===== src/rtl/ps2_pkg.sv =====
// Shared scan codes, key-state indices, movement bit positions and receiver
// state type for the PS/2 movement decoder.
package ps2_pkg;

  localparam int unsigned BYTE_W    = 8;
  localparam int unsigned KEY_W     = 8;
  localparam int unsigned KEY_IDX_W = 3;
  localparam int unsigned MVMT_W    = 4;

  // Set 2 scan codes of interest
  localparam logic [BYTE_W-1:0] SC_W     = 8'h1D;
  localparam logic [BYTE_W-1:0] SC_S     = 8'h1B;
  localparam logic [BYTE_W-1:0] SC_A     = 8'h1C;
  localparam logic [BYTE_W-1:0] SC_D     = 8'h23;
  localparam logic [BYTE_W-1:0] SC_UP    = 8'h75;
  localparam logic [BYTE_W-1:0] SC_DOWN  = 8'h72;
  localparam logic [BYTE_W-1:0] SC_LEFT  = 8'h6B;
  localparam logic [BYTE_W-1:0] SC_RIGHT = 8'h74;
  localparam logic [BYTE_W-1:0] SC_EXT   = 8'hE0;
  localparam logic [BYTE_W-1:0] SC_BRK   = 8'hF0;
  localparam logic [BYTE_W-1:0] SC_OVR0  = 8'h00;
  localparam logic [BYTE_W-1:0] SC_OVR1  = 8'hFF;

  // Movement vector bit positions, same order as raycaster mvmt_in
  localparam int unsigned MVMT_UP    = 3;
  localparam int unsigned MVMT_DOWN  = 2;
  localparam int unsigned MVMT_LEFT  = 1;
  localparam int unsigned MVMT_RIGHT = 0;

  // Per-key pressed-state bit positions
  localparam int unsigned KEY_UP_W      = 7;
  localparam int unsigned KEY_DOWN_S    = 6;
  localparam int unsigned KEY_LEFT_A    = 5;
  localparam int unsigned KEY_RIGHT_D   = 4;
  localparam int unsigned KEY_UP_ARR    = 3;
  localparam int unsigned KEY_DOWN_ARR  = 2;
  localparam int unsigned KEY_LEFT_ARR  = 1;
  localparam int unsigned KEY_RIGHT_ARR = 0;

  typedef enum logic [1:0] {
    IDLE,
    DATA,
    PARITY,
    STOP
  } rx_state_t;

  typedef struct packed {
    logic                 hit;
    logic [KEY_IDX_W-1:0] idx;
  } key_lookup_t;

  // Map (extended prefix, scan code) to a key-state index
  function automatic key_lookup_t key_lookup(input logic ext, input logic [BYTE_W-1:0] code);
    key_lookup_t r;
    r.hit = 1'b1;
    r.idx = '0;
    if (!ext) begin
      case (code)
        SC_W:    r.idx = KEY_IDX_W'(KEY_UP_W);
        SC_S:    r.idx = KEY_IDX_W'(KEY_DOWN_S);
        SC_A:    r.idx = KEY_IDX_W'(KEY_LEFT_A);
        SC_D:    r.idx = KEY_IDX_W'(KEY_RIGHT_D);
        default: r.hit = 1'b0;
      endcase
    end else begin
      case (code)
        SC_UP:    r.idx = KEY_IDX_W'(KEY_UP_ARR);
        SC_DOWN:  r.idx = KEY_IDX_W'(KEY_DOWN_ARR);
        SC_LEFT:  r.idx = KEY_IDX_W'(KEY_LEFT_ARR);
        SC_RIGHT: r.idx = KEY_IDX_W'(KEY_RIGHT_ARR);
        default:  r.hit = 1'b0;
      endcase
    end
    return r;
  endfunction

  // WASD and arrow keys for the same direction are merged
  function automatic logic [MVMT_W-1:0] mvmt_from_keys(input logic [KEY_W-1:0] k);
    logic [MVMT_W-1:0] m;
    m = '0;
    m[MVMT_UP]    = k[KEY_UP_W]    | k[KEY_UP_ARR];
    m[MVMT_DOWN]  = k[KEY_DOWN_S]  | k[KEY_DOWN_ARR];
    m[MVMT_LEFT]  = k[KEY_LEFT_A]  | k[KEY_LEFT_ARR];
    m[MVMT_RIGHT] = k[KEY_RIGHT_D] | k[KEY_RIGHT_ARR];
    return m;
  endfunction

endpackage


===== src/rtl/ps2_mvmt_decoder_if.sv =====
// Output bus of the PS/2 movement decoder.
//   mvmt_out       {up, down, left, right}
//   code_out       last good scan code byte
//   code_valid_out one-cycle pulse when code_out updates
//   err_out        one-cycle pulse on parity, framing or timeout error
interface ps2_mvmt_decoder_if;
  import ps2_pkg::*;

  logic [MVMT_W-1:0] mvmt_out;
  logic [BYTE_W-1:0] code_out;
  logic              code_valid_out;
  logic              err_out;

  modport master (
    output mvmt_out,
    output code_out,
    output code_valid_out,
    output err_out
  );

  modport slave (
    input mvmt_out,
    input code_out,
    input code_valid_out,
    input err_out
  );

endinterface


===== src/rtl/ps2_rx.sv =====
// PS/2 frame receiver: pin synchronizers, ps2_clk glitch filter, 11-bit frame
// FSM with odd-parity/stop check and mid-frame timeout.
//   clk_in, rst_in        clock, synchronous active-high reset
//   ps2_clk_in/data_in    raw asynchronous PS/2 pins
//   byte_out              last good byte
//   valid_out             one-cycle pulse when byte_out updates
//   err_out               one-cycle pulse on any receive error
module ps2_rx
  import ps2_pkg::*;
#(
  parameter int unsigned FILTER_LEN     = 8,
  parameter int unsigned TIMEOUT_CYCLES = 5000,
  parameter int unsigned SYNC_STAGES    = 2
) (
  input  logic              clk_in,
  input  logic              rst_in,
  input  logic              ps2_clk_in,
  input  logic              ps2_data_in,
  output logic [BYTE_W-1:0] byte_out,
  output logic              valid_out,
  output logic              err_out
);

  localparam int unsigned FILT_W = $clog2(FILTER_LEN + 1);
  localparam int unsigned TO_W   = $clog2(TIMEOUT_CYCLES + 1);

  logic [SYNC_STAGES-1:0] clk_sync;
  logic [SYNC_STAGES-1:0] data_sync;
  logic                   clk_s;
  logic                   data_s;

  logic              clk_filt;
  logic [FILT_W-1:0] filt_cnt;
  logic              flip_c;
  logic              fall_c;

  rx_state_t         state, state_d;
  logic [2:0]        bit_cnt, bit_cnt_d;
  logic [BYTE_W-1:0] shreg, shreg_d;
  logic              par, par_d;
  logic [TO_W-1:0]   to_cnt, to_cnt_d;
  logic [BYTE_W-1:0] byte_d;
  logic              valid_d;
  logic              err_d;

  // Pin synchronizers; idle PS/2 lines are high
  always_ff @(posedge clk_in) begin
    if (rst_in) begin
      clk_sync  <= '1;
      data_sync <= '1;
    end else begin
      clk_sync  <= {clk_sync[SYNC_STAGES-2:0], ps2_clk_in};
      data_sync <= {data_sync[SYNC_STAGES-2:0], ps2_data_in};
    end
  end

  assign clk_s  = clk_sync[SYNC_STAGES-1];
  assign data_s = data_sync[SYNC_STAGES-1];

  // Level flips on the FILTER_LEN-th consecutive sample that disagrees with it
  assign flip_c = (clk_s != clk_filt) && (filt_cnt == FILT_W'(FILTER_LEN - 1));
  assign fall_c = flip_c && clk_filt;

  always_ff @(posedge clk_in) begin
    if (rst_in) begin
      clk_filt <= 1'b1;
      filt_cnt <= '0;
    end else if (clk_s == clk_filt) begin
      filt_cnt <= '0;
    end else if (flip_c) begin
      clk_filt <= clk_s;
      filt_cnt <= '0;
    end else begin
      filt_cnt <= filt_cnt + FILT_W'(1);
    end
  end

  // Frame FSM state and output registers
  always_ff @(posedge clk_in) begin
    if (rst_in) begin
      state     <= IDLE;
      bit_cnt   <= '0;
      shreg     <= '0;
      par       <= 1'b0;
      to_cnt    <= '0;
      byte_out  <= '0;
      valid_out <= 1'b0;
      err_out   <= 1'b0;
    end else begin
      state     <= state_d;
      bit_cnt   <= bit_cnt_d;
      shreg     <= shreg_d;
      par       <= par_d;
      to_cnt    <= to_cnt_d;
      byte_out  <= byte_d;
      valid_out <= valid_d;
      err_out   <= err_d;
    end
  end

  // Next state: one bit consumed per filtered falling edge
  always_comb begin
    state_d   = state;
    bit_cnt_d = bit_cnt;
    shreg_d   = shreg;
    par_d     = par;
    to_cnt_d  = '0;
    byte_d    = byte_out;
    valid_d   = 1'b0;
    err_d     = 1'b0;

    // Mid-frame watchdog; a falling edge in the expiry cycle wins
    if (state != IDLE) begin
      if (fall_c) begin
        to_cnt_d = '0;
      end else if (to_cnt == TO_W'(TIMEOUT_CYCLES - 1)) begin
        state_d = IDLE;
        shreg_d = '0;
        err_d   = 1'b1;
      end else begin
        to_cnt_d = to_cnt + TO_W'(1);
      end
    end

    if (fall_c) begin
      case (state)
        IDLE: begin
          if (!data_s) begin
            state_d   = DATA;
            bit_cnt_d = '0;
            shreg_d   = '0;
          end else begin
            err_d = 1'b1;
          end
        end
        DATA: begin
          shreg_d   = {data_s, shreg[BYTE_W-1:1]};
          bit_cnt_d = bit_cnt + 3'd1;
          if (bit_cnt == 3'd7) state_d = PARITY;
        end
        PARITY: begin
          par_d   = data_s;
          state_d = STOP;
        end
        STOP: begin
          if (data_s && (^{shreg, par})) begin
            byte_d  = shreg;
            valid_d = 1'b1;
          end else begin
            err_d = 1'b1;
          end
          state_d = IDLE;
        end
      endcase
    end
  end

endmodule


===== src/rtl/ps2_mvmt_decoder.sv =====
// PS/2 keyboard to raycaster movement vector. Tracks make/break state of WASD
// and the arrow keys and presents {up, down, left, right}.
//   clk_in, rst_in        pixel clock, synchronous active-high reset
//   ps2_clk_in/data_in    raw asynchronous PS/2 pins
//   bus (master)          mvmt_out, code_out, code_valid_out, err_out
module ps2_mvmt_decoder
  import ps2_pkg::*;
#(
  parameter int unsigned FILTER_LEN     = 8,
  parameter int unsigned TIMEOUT_CYCLES = 5000,
  parameter int unsigned SYNC_STAGES    = 2
) (
  input  logic clk_in,
  input  logic rst_in,
  input  logic ps2_clk_in,
  input  logic ps2_data_in,
  ps2_mvmt_decoder_if.master bus
);

  logic [BYTE_W-1:0] rx_byte;
  logic              rx_valid;
  logic              rx_err;

  logic [KEY_W-1:0]  keys, keys_d;
  logic              ext, ext_d;
  logic              brk, brk_d;
  logic [MVMT_W-1:0] mvmt_q;
  key_lookup_t       lk;

  ps2_rx #(
    .FILTER_LEN     (FILTER_LEN),
    .TIMEOUT_CYCLES (TIMEOUT_CYCLES),
    .SYNC_STAGES    (SYNC_STAGES)
  ) u_rx (
    .clk_in      (clk_in),
    .rst_in      (rst_in),
    .ps2_clk_in  (ps2_clk_in),
    .ps2_data_in (ps2_data_in),
    .byte_out    (rx_byte),
    .valid_out   (rx_valid),
    .err_out     (rx_err)
  );

  // Prefix and key-state update for each received byte
  always_comb begin
    keys_d = keys;
    ext_d  = ext;
    brk_d  = brk;
    lk     = key_lookup(ext, rx_byte);

    if (rx_err) begin
      ext_d = 1'b0;
      brk_d = 1'b0;
    end else if (rx_valid) begin
      if (rx_byte == SC_BRK) begin
        brk_d = 1'b1;
      end else if (rx_byte == SC_EXT) begin
        ext_d = 1'b1;
      end else begin
        // Overrun codes drop everything so no key stays stuck
        if ((rx_byte == SC_OVR0) || (rx_byte == SC_OVR1)) begin
          keys_d = '0;
        end else if (lk.hit) begin
          keys_d[lk.idx] = !brk;
        end
        ext_d = 1'b0;
        brk_d = 1'b0;
      end
    end
  end

  // mvmt_out is taken from the next key state so it trails code_valid_out by one cycle
  always_ff @(posedge clk_in) begin
    if (rst_in) begin
      keys   <= '0;
      ext    <= 1'b0;
      brk    <= 1'b0;
      mvmt_q <= '0;
    end else begin
      keys   <= keys_d;
      ext    <= ext_d;
      brk    <= brk_d;
      mvmt_q <= mvmt_from_keys(keys_d);
    end
  end

  assign bus.mvmt_out       = mvmt_q;
  assign bus.code_out       = rx_byte;
  assign bus.code_valid_out = rx_valid;
  assign bus.err_out        = rx_err;

endmodule


===== src/flat_wrapper.sv =====
// flat-port wrapper written by rule: the top's interface ports become plain ports
module ps2_mvmt_decoder_flat import ps2_pkg::*;
#(
  parameter int unsigned FILTER_LEN     = 8,
  parameter int unsigned TIMEOUT_CYCLES = 5000,
  parameter int unsigned SYNC_STAGES    = 2
)
  (clk_in, rst_in, ps2_clk_in, ps2_data_in, bus_mvmt_out, bus_code_out, bus_code_valid_out, bus_err_out);
  ps2_mvmt_decoder_if bus_i ();
  input  logic clk_in;
  input  logic rst_in;
  input  logic ps2_clk_in;
  input  logic ps2_data_in;
  output wire logic [$bits(bus_i.mvmt_out)-1:0] bus_mvmt_out;
  output wire logic [$bits(bus_i.code_out)-1:0] bus_code_out;
  output wire logic [$bits(bus_i.code_valid_out)-1:0] bus_code_valid_out;
  output wire logic [$bits(bus_i.err_out)-1:0] bus_err_out;
  assign bus_mvmt_out = bus_i.mvmt_out;
  assign bus_code_out = bus_i.code_out;
  assign bus_code_valid_out = bus_i.code_valid_out;
  assign bus_err_out = bus_i.err_out;
  ps2_mvmt_decoder #(.FILTER_LEN(FILTER_LEN), .TIMEOUT_CYCLES(TIMEOUT_CYCLES), .SYNC_STAGES(SYNC_STAGES)) u_core (.clk_in(clk_in), .rst_in(rst_in), .ps2_clk_in(ps2_clk_in), .ps2_data_in(ps2_data_in), .bus(bus_i));
endmodule

===== config.mk =====
export PLATFORM = sky130hd
export DESIGN_NAME = ps2_mvmt_decoder_flat
export DESIGN_NICKNAME = d
export VERILOG_FILES = /design/src/rtl/ps2_pkg.sv /design/src/rtl/ps2_mvmt_decoder_if.sv /design/src/rtl/ps2_rx.sv /design/src/rtl/ps2_mvmt_decoder.sv /design/src/flat_wrapper.sv
export SDC_FILE = /design/constraint.sdc
export NUM_CORES = 1
export LEC_CHECK = 0
export CORE_UTILIZATION = 60
export CTS_BUF_LIST = sky130_fd_sc_hd__clkbuf_16
export CTS_CLUSTER_SIZE = 14
export DETAILED_ROUTE_END_ITERATION = 8
export PLACE_DENSITY = 0.77
export SLEW_MARGIN = 20
export SYNTH_ARGS = -nofsm -noshare
export SYNTH_HDL_FRONTEND = slang
export SYNTH_SLANG_ARGS = --single-unit

===== constraint.sdc =====
create_clock -name clk_in -period 3.05 [get_ports clk_in]
set_input_delay 0.61 -clock clk_in [delete_from_list [all_inputs] [get_ports clk_in]]
set_output_delay 0.61 -clock clk_in [all_outputs]
set_load 0.05 [all_outputs]

# After elaboration in Yosys (flattened, before gate mapping)
# Index checks and enable logic that the tools add are counted.
# totals
wordCells,114
output_inout_bits,14
reg_bits,60
inputBits,4
# op_classes
n_addsub,3
n_reduce_logical,23
order_cmp,2
bitwise,9
muxes,40
eq_ne,21
# op_table
cell,count
2-to-1 mux 8 bit,11
== test 8 x 7 -> 1 bit (second input constant),4
== test 8 x 5 -> 1 bit (second input constant),3
== test 8 bit (second input constant),3
case mux 8 bit (2 select lines),1
adder 13 x 1 -> 13 bit (second input constant),1
== test 13 bit (second input constant),1
2-to-1 mux 1 bit,13
2-to-1 mux 2 bit,6
case mux 3 bit (4 select lines),1
OR reduction 4 bit,3
XOR reduction 9 bit,1
bitwise mux 8 bit,1
== test 8 x 6 -> 1 bit (second input constant),1
zero test 8 bit,1
case mux 2 bit (4 select lines),1
AND reduction 2 bit,4
case mux 2 bit (3 select lines),1
case mux 3 bit (2 select lines),1
AND reduction 3 bit,2
OR reduction 3 bit,2
inverter 1 bit,5
adder 4 x 1 -> 4 bit (second input constant),1
== test 2 bit (second input constant),2
21 further kinds,28

# Logic depth before layout (Yosys ltp)
# Gate-level depths: netlist of run 1.
# logic_depth
ltp_word,16
ltp_mapped,9
ltp_nobuf,7

# Cells and area by module
# Synthesis of run 1 repeated with hierarchy kept, for this count alone.
# unflattened
cells_unflattened,318
hier_area_um2,2930.3
# by_module_without_submodules
module,seq_area_each_um2,n_inst,area_each_um2,cells_each
ps2_rx,920.9,1,1998.2,209
ps2_mvmt_decoder,280.3,1,932.1,109

# Worst setup path before layout of run 1
# No wires, ideal clock.
# synth_path
path_type,register to register
start,register u_core.u_rx.byte_out[4]
end,register u_core.mvmt_q[3] (netlist: u_core.bus.mvmt_out[3])
t_arrival_ns,1.970
slack_ns,0.947
stages_incl_launch_ff,7
synth_period_minus_slack_ns,2.103
required_ns,2.918
setup_time_ns,0.132
n_path_buf,1
cell_sequence,dfxtp_1 buf_4 or4b_1 nor4_1 o31ai_1 a22oi_1 a21oi_1
# synth_via
elab_chain_cells,15
word_cells_on_any_way,33
classes_between,2 x order compare; 11 x eq/ne; 14 x mux; 1 x bitwise; 5 x reduce/logical
# synth_rtl
element,line,text
"start, declared",ps2_rx.sv:19,"output logic [BYTE_W-1:0] byte_out,"
"start signal, assigned",ps2_rx.sv:95,byte_out <= byte_d;
"== test 8 x 6 -> 1 bit, or another cell as far along",ps2_pkg.sv:58,case (code)
case mux 3 bit (4 select lines) / case mux 2 bit (3 select lines) (equally long branches),"ps2_pkg.sv:58, ps2_pkg.sv:66",
2-to-1 mux 4 bit,ps2_pkg.sv:57,if (!ext) begin
less-than comparator 3 x 4 -> 1 bit (implied by the code) / greater-or-equal comparator 3 x 1 -> 1 bit (equally long branches),ps2_mvmt_decoder.sv:64,keys_d[lk.idx] = !brk;
logical AND 1 bit (implied by the code),ps2_mvmt_decoder.sv:64,
2-to-1 mux 1 bit (implied by the code),ps2_mvmt_decoder.sv:64,
demux 1 bit (select 3 bit),--,
bitwise mux 8 bit,ps2_mvmt_decoder.sv:64,
2-to-1 mux 8 bit,ps2_mvmt_decoder.sv:63,end else if (lk.hit) begin
2-to-1 mux 8 bit,ps2_mvmt_decoder.sv:61,if ((rx_byte == SC_OVR0) || (rx_byte == SC_OVR1)) begin
2-to-1 mux 8 bit,ps2_mvmt_decoder.sv:57,end else if (rx_byte == SC_EXT) begin
2-to-1 mux 8 bit (*),ps2_mvmt_decoder.sv:55,if (rx_byte == SC_BRK) begin
2-to-1 mux 8 bit (*),ps2_mvmt_decoder.sv:54,end else if (rx_valid) begin
2-to-1 mux 8 bit (*),ps2_mvmt_decoder.sv:51,if (rx_err) begin
bitwise OR 1 bit (*),ps2_pkg.sv:81,m[MVMT_UP] = k[KEY_UP_W] | k[KEY_UP_ARR];
"end signal, assigned",ps2_mvmt_decoder.sv:83,mvmt_q <= mvmt_from_keys(keys_d);
"end, declared",ps2_mvmt_decoder.sv:27,logic [MVMT_W-1:0] mvmt_q;
# Mark *: on every way between the ends. The rest lies on a longest branch, timed or not.
# A chain may end at the register's enable or synchronous reset.

# Worst setup path in the final report of run 1
# layout_path
start,register u_core.u_rx.byte_out[4]
end,output port bus_code_out[4]
# layout_lines
element,line,text
"end, declared",flat_wrapper.sv:15,output wire logic [$bits(bus_i.code_out)-1:0] bus_code_out;
# No word-level cell between the ends.

==> impl_results.md, run 1 <==
* # fillers at around 340
* First drt pass iteration count at 4
* Unrepaired setup endpoints after global routing: false
* R2R depth at 7
* CTS Buf Count at 9
* Area grow syn2layout at 15.8%
* Max Freq at 420 MHz
* Post-Route WL at ~5.8 mm
* Power Density at about 530 nW/um^2
* Largest net degree at the start of global routing at 47
* Slowest cell on the critical path: clkdlybuf4s50_1
* GR Util All Layers at about a quarter
* Height of the die at roughly 71 um
* Register area share after synthesis at a little over 40%
* Synthesized flop and latch total at 60
* CP Data Required Time at around 2.4 ns
* Leakage at 1.21 nW
* CTS Root Cell: clkbuf_16
* GRT overflow at 0
* Cts repair resizes at 0
* Worst skew pair latency at ~0.32 ns
* Worst-path clk slew at approximately 0.050 ns
* Clock Tree Buf Depth at 2
* Placement Setup Slack at around 0.98 ns
* Width of the die at ~71 um
* Startpoint Class: flop
* Top_reg_cell synth: dfxtp_1
* Hold Path Stages at 1
* Fin util at roughly three quarters
* Residual DRC at 0
* Cell Count Post-Placement at about 380
* First-pass GRT wire length at around 10 mm
* Crit-path max FO at 12
* Avg Inst Size Synth at between 8 and 9 um^2
* Count of final max-slew check failures at 0
* Clk_skew at 0.00649 ns
* Max-Cap Viols at 0
* Count of warnings emitted by yosys at 0
* IO buf count at 17
* Outcome: complete, no violations
* Relative slew slack at a little under three fifths
* EDFF count, synth at 0
* Post-CTS Setup Bufs at 0
* Core ar. at between 4000 and 5000 um^2
* Clock sink count at 60
* Placer congestion estimate at about 0.82
* Mapped Area at 2900 um^2
* Non-Filler Instances at 393
* DPL Wire Length at just under 4 mm
* Final period util at ~80%
* Most frequent cells in the layout: dfxtp_1 (60), nor2_1 (45), nand2b_1 (22)
* Worst-margin pin slew at 0.646 ns
* Distinct cells, synth at 52
* Hold crit path type: reg -> reg
* CTS H-tree lvls at 3
* CP Data Arrival Time at 1.77 ns
* Detailed router's first-iteration violation count at 170
* Antenna viol nets, final at 0
* Die area at a little over 5000 um^2
* Worst path cell trace: clkdlybuf4s50_1
* Critical path depth at 1
* CP peak stage delay at ~0.88 ns
* CP top delay family: buffers and inverters
* Setup_tns at 0 ns
* Crit Path Class: reg -> out
* Final Hold Vio Count at 0
* Initial antenna violation count at 0
* Sum of buffers and inverters on the critical path at 1
* Peak VDD IR at roughly 450 uV
* Diode count at 0
* Post-CTS Hold Buffers at 0
* Via density at a little under 6
* Fin crit period at about 2.4 ns
* Vias in the first global route at around 2.2k
* Ys async rst share at 0%
* Row cnt at 24
* Gate Count Post-Synth at between 300 and 400
* Layout cells sized above 1 at 8.21%
* NumNets Final at between 300 and 400
* Leading cell type in the layout, fill and taps excluded: dfxtp_1
* Initial Utilization at roughly 64%
* Final WS setup at 0.672 ns
* Routed WL per cell at ~15 um
* Syn Nets at around 330
* # IOs at 18
* Final setup violation count at 0
* Vias at ~2.3k
* CP endpoint kind: output port
* CTS tree: yes
logic make-up after synthesis:
family                   Yosys count  synth area share (%)
AND/OR/NAND/NOR                  141                  27.1
XOR/XNOR                          19                  6.70
multiplexers                      10                  3.46
buffers and inverters             25                  4.02
adder cells (fa/ha/maj)            8                  3.46
flip-flops                        60                  41.5
AO/OA/AOI/OAI                     59                  13.8
worst reg2reg max path, cell delays in order, from the launching register on:
cell,delay [ns]
dfxtp_1,0.35
inv_1,0.10
ha_1,0.39
inv_1,0.17
nor3_2,0.57
nand2_1,0.15
a21o_1,0.18
a21oi_1,0.12
final timing paths:
check	start	endpoint	slack, ns
setup / recovery	u_core.u_rx.byte_out[4]	bus_code_out[4]	0.67
hold / removal	u_core.u_rx.clk_sync[0]	u_core.u_rx.clk_sync[1]	0.40
setup reg to reg	u_core.u_rx.state[1]	u_core.u_rx.bit_cnt[2]	0.96
hold reg to reg	u_core.u_rx.clk_sync[0]	u_core.u_rx.clk_sync[1]	0.40
layout make-up:
cell class / count / area (um^2) / share of cell area, %
Clock buffer: 9 / 225 / 6.72
Inverter: 10 / 37.5 / 1.12
Clock inverter: 7 / 67.6 / 2.02
Sequential cell: 60 / 1200 / 35.8
Timing Repair Buffer: 18 / 178 / 5.30
Multi-Input combinational cell: 237 / 1580 / 47.1
Tap cell: 52 / 65.1 / 1.94
sequential cells by signal, indices dropped and copies added (netlist names):
| register | cells |
|---|---|
| u_core.u_rx.shreg | 8 |
| u_core.u_rx.filt_cnt | 4 |
| u_core.u_rx.err_out | 1 |
| u_core.u_rx.data_sync | 2 |
| u_core.bus.mvmt_out | 4 |
| u_core.brk | 1 |
| u_core.ext | 1 |
| u_core.u_rx.valid_out | 1 |
| u_core.u_rx.clk_filt | 1 |
| u_core.u_rx.par | 1 |
| u_core.u_rx.byte_out | 8 |
| u_core.u_rx.to_cnt | 13 |
| u_core.u_rx.clk_sync | 2 |
| u_core.u_rx.state | 2 |
| u_core.u_rx.bit_cnt | 3 |
| u_core.keys | 8 |
per-layer routing:
metal	vias up	part of all wire, %	track usage, %
met1	1056	49	34.4
met5	-	0	0
met3	9	4.0	7.31
met2	58	45	37.2
li1	1166	-	-
met4	0	1.8	12.6
cells in the mapped netlist (all sizes together) (3+ instances only):
library cell	count	area, um^2
inv	10	37.5
nor2	45	169
clkbuf	8	30.0
dfxtp	60	1200
buf	7	48.8
o21ai	4	20.0
a211o	3	26.3
o31ai	7	52.6
nand2	16	60.1
and3	5	31.3
nor3	10	65.1
nor4	8	65.1
nand2b	22	138
a21o	7	52.6
xnor2	8	70.1
nand3	11	55.1
xor2	9	78.8
a21oi	16	80.1
or2	7	43.8
or4b	4	40.0
a22oi	12	90.1
mux2i	10	100
ha	8	100
per-stage QoR:
| step | cell area [um^2] | total power [mW] | hold slack (ns) |
|---|---|---|---|
| 2_1_floorplan | 2900 | 0.824 | 0.389 |
| 3_3_place_gp | 3060 | 0.830 | 0.391 |
| 3_5_place_dp | 3060 | 0.830 | 0.394 |
| 4_1_cts | 3350 | 1.80 | 0.405 |
| 5_1_grt | 3350 | 1.84 | 0.429 |
| 6_report | 3350 | 1.79 | 0.404 |
where the power goes:
| group | switching, mW | leakage [nW] | internal (mW) |
|---|---|---|---|
| registers | 0.00199 | 0.484 | 0.787 |
| clock network | 0.346 | 0.140 | 0.626 |
| logic | 0.0130 | 0.585 | 0.0114 |
Power figures use the tool's default switching activity.
==> run 2: changes to the inputs <==
--- a/config.mk
+++ b/config.mk
@@ -5,11 +5,11 @@
 export SDC_FILE = /design/constraint.sdc
 export NUM_CORES = 1
 export LEC_CHECK = 0
-export CORE_UTILIZATION = 60
+export CORE_UTILIZATION = 53
 export CTS_BUF_LIST = sky130_fd_sc_hd__clkbuf_16
 export CTS_CLUSTER_SIZE = 14
 export DETAILED_ROUTE_END_ITERATION = 8
-export PLACE_DENSITY = 0.77
+export PLACE_DENSITY = 0.72
 export SLEW_MARGIN = 20
 export SYNTH_ARGS = -nofsm -noshare
 export SYNTH_HDL_FRONTEND = slang
==> constraint.sdc (replaced) <==
create_clock -name clk_in -period 2 [get_ports clk_in]
set_input_delay 0.4 -clock clk_in [delete_from_list [all_inputs] [get_ports clk_in]]
set_output_delay 0.4 -clock clk_in [all_outputs]
set_load 0.05 [all_outputs]
==> run 2 against run 1 <==
Against the previous run: utilization is 6.0 points lower; clock-buffer cell count stayed put; combinational power is 70% higher; clock skew is 0.0013 ns higher; cell count is 9.4% higher; critical endpoint is now bus_err_out.
==> impl_results.md, run 2 (same netlist as run 1, synthesis figures left out) <==
* # fillers at 417 (was 336)
* Hold crit path type: reg -> reg (unchanged)
* Sum of buffers and inverters on the critical path at 1 (unchanged)
* NumNets Final at 367 (was 348)
* Count of final max-slew check failures at 0 (unchanged)
* Reg2reg start: u_core.u_rx.state[0] (was u_core.u_rx.state[1])
* CP top delay family: buffers and inverters (unchanged)
* Layout cells sized above 1 at 17.8% (was 8.21%)
* Vias in the first global route at 2192 (was 2161)
* Cell Count Post-Placement at 413 (was 377)
* R2R Path End: u_core.u_rx.shreg[0] (was u_core.u_rx.bit_cnt[2])
* IO buf count at 17 (unchanged)
* Largest net degree at the start of global routing at 33 (was 47)
* Hold worst-path end: u_core.u_rx.data_sync[1] (was u_core.u_rx.clk_sync[1])
* Via density at 5.49 (was 5.82)
* Power Density at 784 nW/um^2 (was 533 nW/um^2)
* # IOs at 18 (unchanged)
* Initial antenna violation count at 0 (unchanged)
* Leakage at 1.37 nW (was 1.21 nW)
* Core ar. at 5170 um^2 (was 4500 um^2)
* Initial Utilization at 56.0% (was 64.3%)
* Worst path cell trace: clkdlybuf4s50_1 (unchanged)
* Outcome: complete, no violations (unchanged)
* Most frequent cells in the layout: dfxtp_1 (56), nor2_1 (45), buf_4 (27) (was dfxtp_1 (60), nor2_1 (45), nand2b_1 (22))
* Clk_skew at 0.00776 ns (was 0.00649 ns)
* CP Data Arrival Time at 1.51 ns (was 1.77 ns)
* Final Hold Vio Count at 0 (unchanged)
* Hold path start: u_core.u_rx.data_sync[0] (was u_core.u_rx.clk_sync[0])
* Clock sink count at 60 (unchanged)
* CTS H-tree lvls at 3 (unchanged)
* Crit Path Class: reg -> out (unchanged)
* Non-Filler Instances at 430 (was 393)
* CP Data Required Time at 1.60 ns (was 2.44 ns)
* Max-Cap Viols at 0 (unchanged)
* CTS Buf Count at 9 (unchanged)
* Width of the die at 75.9 um (was 71.5 um)
* Final WS setup at 0.0906 ns (was 0.672 ns)
* CTS Root Cell: clkbuf_16 (unchanged)
* Fin crit period at 1.91 ns
* Max FFs per register at 13 (unchanged)
* Vias at 2359 (was 2289)
* Total Power at 2.78 mW (was 1.79 mW)
* Biggest register: u_core.u_rx.to_cnt (unchanged)
* Relative slew slack at 63.9% (was 56.7%)
* Reg-to-reg slack, setup at 0.13 ns (was 0.96 ns)
* Hold Path Stages at 1 (unchanged)
* Area grow syn2layout at 22.3% (was 15.8%)
* GR Util All Layers at 22.5% (was 25.4%)
* Row cnt at 26 (was 24)
* Detailed router's first-iteration violation count at 122 (was 170)
* Placer congestion estimate at 0.847 (was 0.822)
* Residual DRC at 0 (unchanged)
* CP peak stage delay at 0.82 ns (was 0.88 ns)
* Startpoint Class: flop (unchanged)
* R2R depth at 7 (unchanged)
* Max Freq at 524 MHz
* Final period util at a little over nine tenths
* Height of the die at 75.9 um (was 71.5 um)
* Worst-path clk slew at 0.06 ns (was 0.05 ns)
* Leading cell type in the layout, fill and taps excluded: dfxtp_1 (unchanged)
* Peak VDD IR at 761 uV (was 451 uV)
* Clock Tree Buf Depth at 2 (unchanged)
* First-pass GRT wire length at 10.2 mm (was 10.0 mm)
* Antenna viol nets, final at 0 (unchanged)
* Slowest cell on the critical path: clkdlybuf4s50_1 (unchanged)
* Unrepaired setup endpoints after global routing: false (unchanged)
* Die area at 5760 um^2 (was 5110 um^2)
* CP endpoint kind: output port (unchanged)
* Diode count at 0 (unchanged)
* Routed WL per cell at 13.9 um (was 14.7 um)
* GRT overflow at 0 (unchanged)
* Final setup violation count at 0 (unchanged)
* First drt pass iteration count at 4 (unchanged)
* Setup_tns at 0 ns (unchanged)
* Crit-path max FO at 3 (was 12)
* Worst-margin pin slew at 0.534 ns (was 0.646 ns)
* Placement Setup Slack at 0.0381 ns (was 0.983 ns)
* CTS tree: yes (unchanged)
* Post-Route WL at 5.98 mm (was 5.78 mm)
* Worst skew pair latency at 0.33 ns (was 0.32 ns)
* DPL Wire Length at 4.03 mm (was 3.86 mm)
[run 2: layout make-up]
cell class | instances | area [um^2] | area share, %
Sequential cell | 60 | 1210 | 34.1
Multi-Input combinational cell | 237 | 1600 | 45.2
Timing Repair Buffer | 37 | 308 | 8.69
Clock inverter | 7 | 76.3 | 2.16
Tap cell | 70 | 87.6 | 2.47
Clock buffer | 9 | 225 | 6.36
Inverter | 10 | 37.5 | 1.06
[run 2: worst max-delay path by stage]
stage                            startpoint                 endpoint  slack (ns)  depth (start not counted)
floorplan           u_core.u_rx.byte_out[7]   u_core.bus.mvmt_out[0]       0.008                          6
global route           u_core.u_rx.shreg[0]  u_core.u_rx.byte_out[1]       0.009                          6
CTS                   u_core.u_rx.valid_out       bus_code_valid_out       0.007                          1
global placement      u_core.u_rx.to_cnt[0]     u_core.u_rx.state[0]        0.10                          6
detailed placement    u_core.u_rx.to_cnt[0]     u_core.u_rx.state[0]        0.04                          6
finish                  u_core.u_rx.err_out              bus_err_out        0.09                          1
[run 2: worst reg2reg max path, delay by kind of cell (launching register included)]
family	cells	cell delay (ns)
AOI/OAI and AO/OA	3	0.76
DFF	1	0.39
and+or+nand+nor	2	0.25
adders and majority gates	1	0.24
buffers and inverters	1	0.10
[run 2: per-layer routing]
metal / global-route usage [%] / vias to the layer above / share of wire, %
li1: - / 1205 / -
met1: 27.2 / 1094 / 46
met2: 38.0 / 56 / 49
met3: 7.23 / 4 / 4.3
met4: 6.92 / 0 / 0.80
met5: 0 / - / 0
[run 2: what timing repair did]
action | in CTS | in global routing
endpoints found under the setup margin | 0 | 15
resized for setup | 0 | 11
setup buffers | 0 | 1
hold buffers | 0 | 0
[run 2: metrics by stage]
stage          cell area, um^2  hold slack, ns  util (%)
5_1_grt                   3540           0.433      68.5
3_3_place_gp              3200           0.392      61.9
4_1_cts                   3500           0.413      67.7
3_5_place_dp              3200           0.393      61.9
6_report                  3540           0.414      68.5
2_1_floorplan             2900           0.389         -
[run 2: report_power, final]
group          total (mW)  switching [mW]  internal (mW)
Clock                1.53           0.562          0.968
Sequential           1.20         0.00307           1.20
Combinational      0.0415          0.0218         0.0197
==> run 3: changes to the inputs <==
--- a/config.mk
+++ b/config.mk
@@ -5,6 +5,7 @@
 export SDC_FILE = /design/constraint.sdc
 export NUM_CORES = 1
 export LEC_CHECK = 0
+export CORE_MARGIN = 4
 export CORE_UTILIZATION = 53
 export CTS_BUF_LIST = sky130_fd_sc_hd__clkbuf_16
 export CTS_CLUSTER_SIZE = 14
==> run 3 against run 2 <==
Against the previous run: register-to-register slack barely moved; global-route usage is 2.7 points lower; worst hold slack worse by 0.0073 ns; cell count down 0.47%; via count increased by 0.85%; critical endpoint is now bus_code_valid_out; largest power group unchanged.
==> impl_results.md, run 3 (same netlist as run 1, synthesis figures left out) <==
* Max-Cap Viols at 0 (unchanged)
* CTS Root Cell: clkbuf_16 (unchanged)
* Worst-margin pin slew at 0.507 ns (was 0.534 ns)
* Vias in the first global route at 2302 (was 2192)
* Relative slew slack at 65.7% (was 63.9%)
* # fillers at 446 (was 417)
* Worst-path clk slew at 0.05 ns (was 0.06 ns)
* CP peak stage delay at 0.84 ns (was 0.82 ns)
* Max FFs per register at 13 (unchanged)
* Crit Path Class: reg -> out (unchanged)
* Peak VDD IR at 609 uV (was 761 uV)
* CTS Buf Count at 9 (unchanged)
* Height of the die at 81.9 um (was 75.9 um)
* CP Data Arrival Time at 1.57 ns (was 1.51 ns)
* Clock Tree Buf Depth at 2 (unchanged)
* Leakage at 1.34 nW (was 1.37 nW)
* CTS tree: yes (unchanged)
* CTS H-tree lvls at 3 (unchanged)
* Placer congestion estimate at 0.790 (was 0.847)
* Power Density at 769 nW/um^2 (was 784 nW/um^2)
* Area grow syn2layout at 21.2% (was 22.3%)
* Die area at 6710 um^2 (was 5760 um^2)
* CP top delay family: buffers and inverters (unchanged)
* Layout cells sized above 1 at 15.1% (was 17.8%)
* # IOs at 18 (unchanged)
* Largest net degree at the start of global routing at 47 (was 33)
* Outcome: complete, no violations (unchanged)
* First drt pass iteration count at 5 (was 4)
* Worst skew pair latency at 0.32 ns (was 0.33 ns)
* Non-Filler Instances at 428 (was 430)
* Hold Path Stages at 1 (unchanged)
* Final worst hold slack at 0.407 ns (was 0.414 ns)
* Hold crit path type: reg -> reg (unchanged)
* Final Hold Vio Count at 0 (unchanged)
* Via density at 5.56 (was 5.49)
* Final period util at 98.3% (was 95.5%)
* Residual DRC at 0 (unchanged)
* Critical path depth at 1 (unchanged)
* Slowest cell on the critical path: clkdlybuf4s50_1 (unchanged)
* Fin crit period at 1.97 ns (was 1.91 ns)
* Startpoint Class: flop (unchanged)
* Initial antenna violation count at 0 (unchanged)
* Clk_skew at 0.00250 ns (was 0.00776 ns)
* Vias at 2379 (was 2359)
* Initial Utilization at 55.6% (was 56.0%)
* Post-CTS Hold Buffers at 0 (unchanged)
* Core ar. at 5200 um^2 (was 5170 um^2)
* Biggest register: u_core.u_rx.to_cnt (unchanged)
* Row cnt at 26 (unchanged)
* Sum of buffers and inverters on the critical path at 1 (unchanged)
* Detailed router's first-iteration violation count at 86 (was 122)
* CP Data Required Time at 1.60 ns (about the same)
* Crit-path max FO at 5 (was 3)
* Max Freq at 509 MHz (was 524 MHz)
* Final setup violation count at 0 (unchanged)
* Diode count at 0 (unchanged)
* Routed WL per cell at 13.8 um (was 13.9 um)
* DPL Wire Length at 4.05 mm (was 4.03 mm)
* R2R depth at 7 (unchanged)
* CP endpoint kind: output port (unchanged)
* Most frequent cells in the layout: dfxtp_1 (59), nor2_1 (45), buf_4 (23) (was dfxtp_1 (56), nor2_1 (45), buf_4 (27))
* Worst path cell trace: clkdlybuf4s50_1 (unchanged)
* Leading cell type in the layout, fill and taps excluded: dfxtp_1 (unchanged)
* Post-Route WL at 5.93 mm (was 5.98 mm)
* GRT overflow at 0 (unchanged)
* Cell Count Post-Placement at 412 (was 413)
* GR Util All Layers at 19.8% (was 22.5%)
* NumNets Final at 365 (was 367)
* IO buf count at 17 (unchanged)
* Antenna viol nets, final at 0 (unchanged)
* Clock sink count at 60 (unchanged)
* Count of final max-slew check failures at 0 (unchanged)
* First-pass GRT wire length at 10.2 mm (about the same)
* Width of the die at 81.9 um (was 75.9 um)
[run 3: cell types whose count changed in the layout (fill, tap and decap cells not counted), moves of 2 or more]
cell and delta:
buf_4 -4, dfxtp_1 +3, dfxtp_2 -3, buf_12 +2
clkinv_1 +2, clkinv_4 -2
[run 3: path summary, 6_finish.rpt]
kind                                start  slack (ns)                      end
setup / recovery    u_core.u_rx.valid_out        0.03       bus_code_valid_out
hold / removal    u_core.u_rx.clk_sync[0]        0.41  u_core.u_rx.clk_sync[1]
setup reg to reg     u_core.u_rx.state[0]        0.13     u_core.u_rx.shreg[5]
hold reg to reg   u_core.u_rx.clk_sync[0]        0.41  u_core.u_rx.clk_sync[1]
[run 3: per-layer routing]
metal | vias up | global-route usage, % | wire, um
met5 | - | 0 | 0
met4 | 0 | 7.97 | 76
met3 | 8 | 5.59 | 362
met2 | 64 | 32.3 | 2800
met1 | 1106 | 24.5 | 2680
li1 | 1201 | - | -
[run 3: stage by stage]
stage          setup slack [ns]  setup TNS (ns)  cell area [um^2]  util (%)  power (mW)
2_1_floorplan           0.00813               0              2900         -        1.26
3_3_place_gp              0.108               0              3220      61.8        1.27
3_5_place_dp             0.0376               0              3220      61.8        1.27
4_1_cts                 0.00794               0              3500      67.3        2.73
5_1_grt                -0.00227        -0.00227              3510      67.4        2.79
6_report                 0.0335               0              3510      67.4        2.70
[run 3: final cells by class]
cell class | instances | area, um^2 | area share [%]
Tap cell | 70 | 87.6 | 2.50
Timing Repair Buffer | 35 | 315 | 8.99
Sequential cell | 60 | 1200 | 34.3
Inverter | 10 | 37.5 | 1.07
Multi-Input combinational cell | 237 | 1580 | 45.1
Clock inverter | 7 | 58.8 | 1.68
Clock buffer | 9 | 225 | 6.42
[run 3: what timing repair did]
action,CTS,global route
resized for setup,0,3
endpoints found under the hold margin,0,0
endpoints found under the setup margin,0,11
setup buffers,0,0
[run 3: report_power, final]
part / leakage [nW] / switching, mW / internal [mW]
sequential: 0.485 / 0.00348 / 1.20
clock: 0.141 / 0.507 / 0.944
combinational: 0.713 / 0.0212 / 0.0202
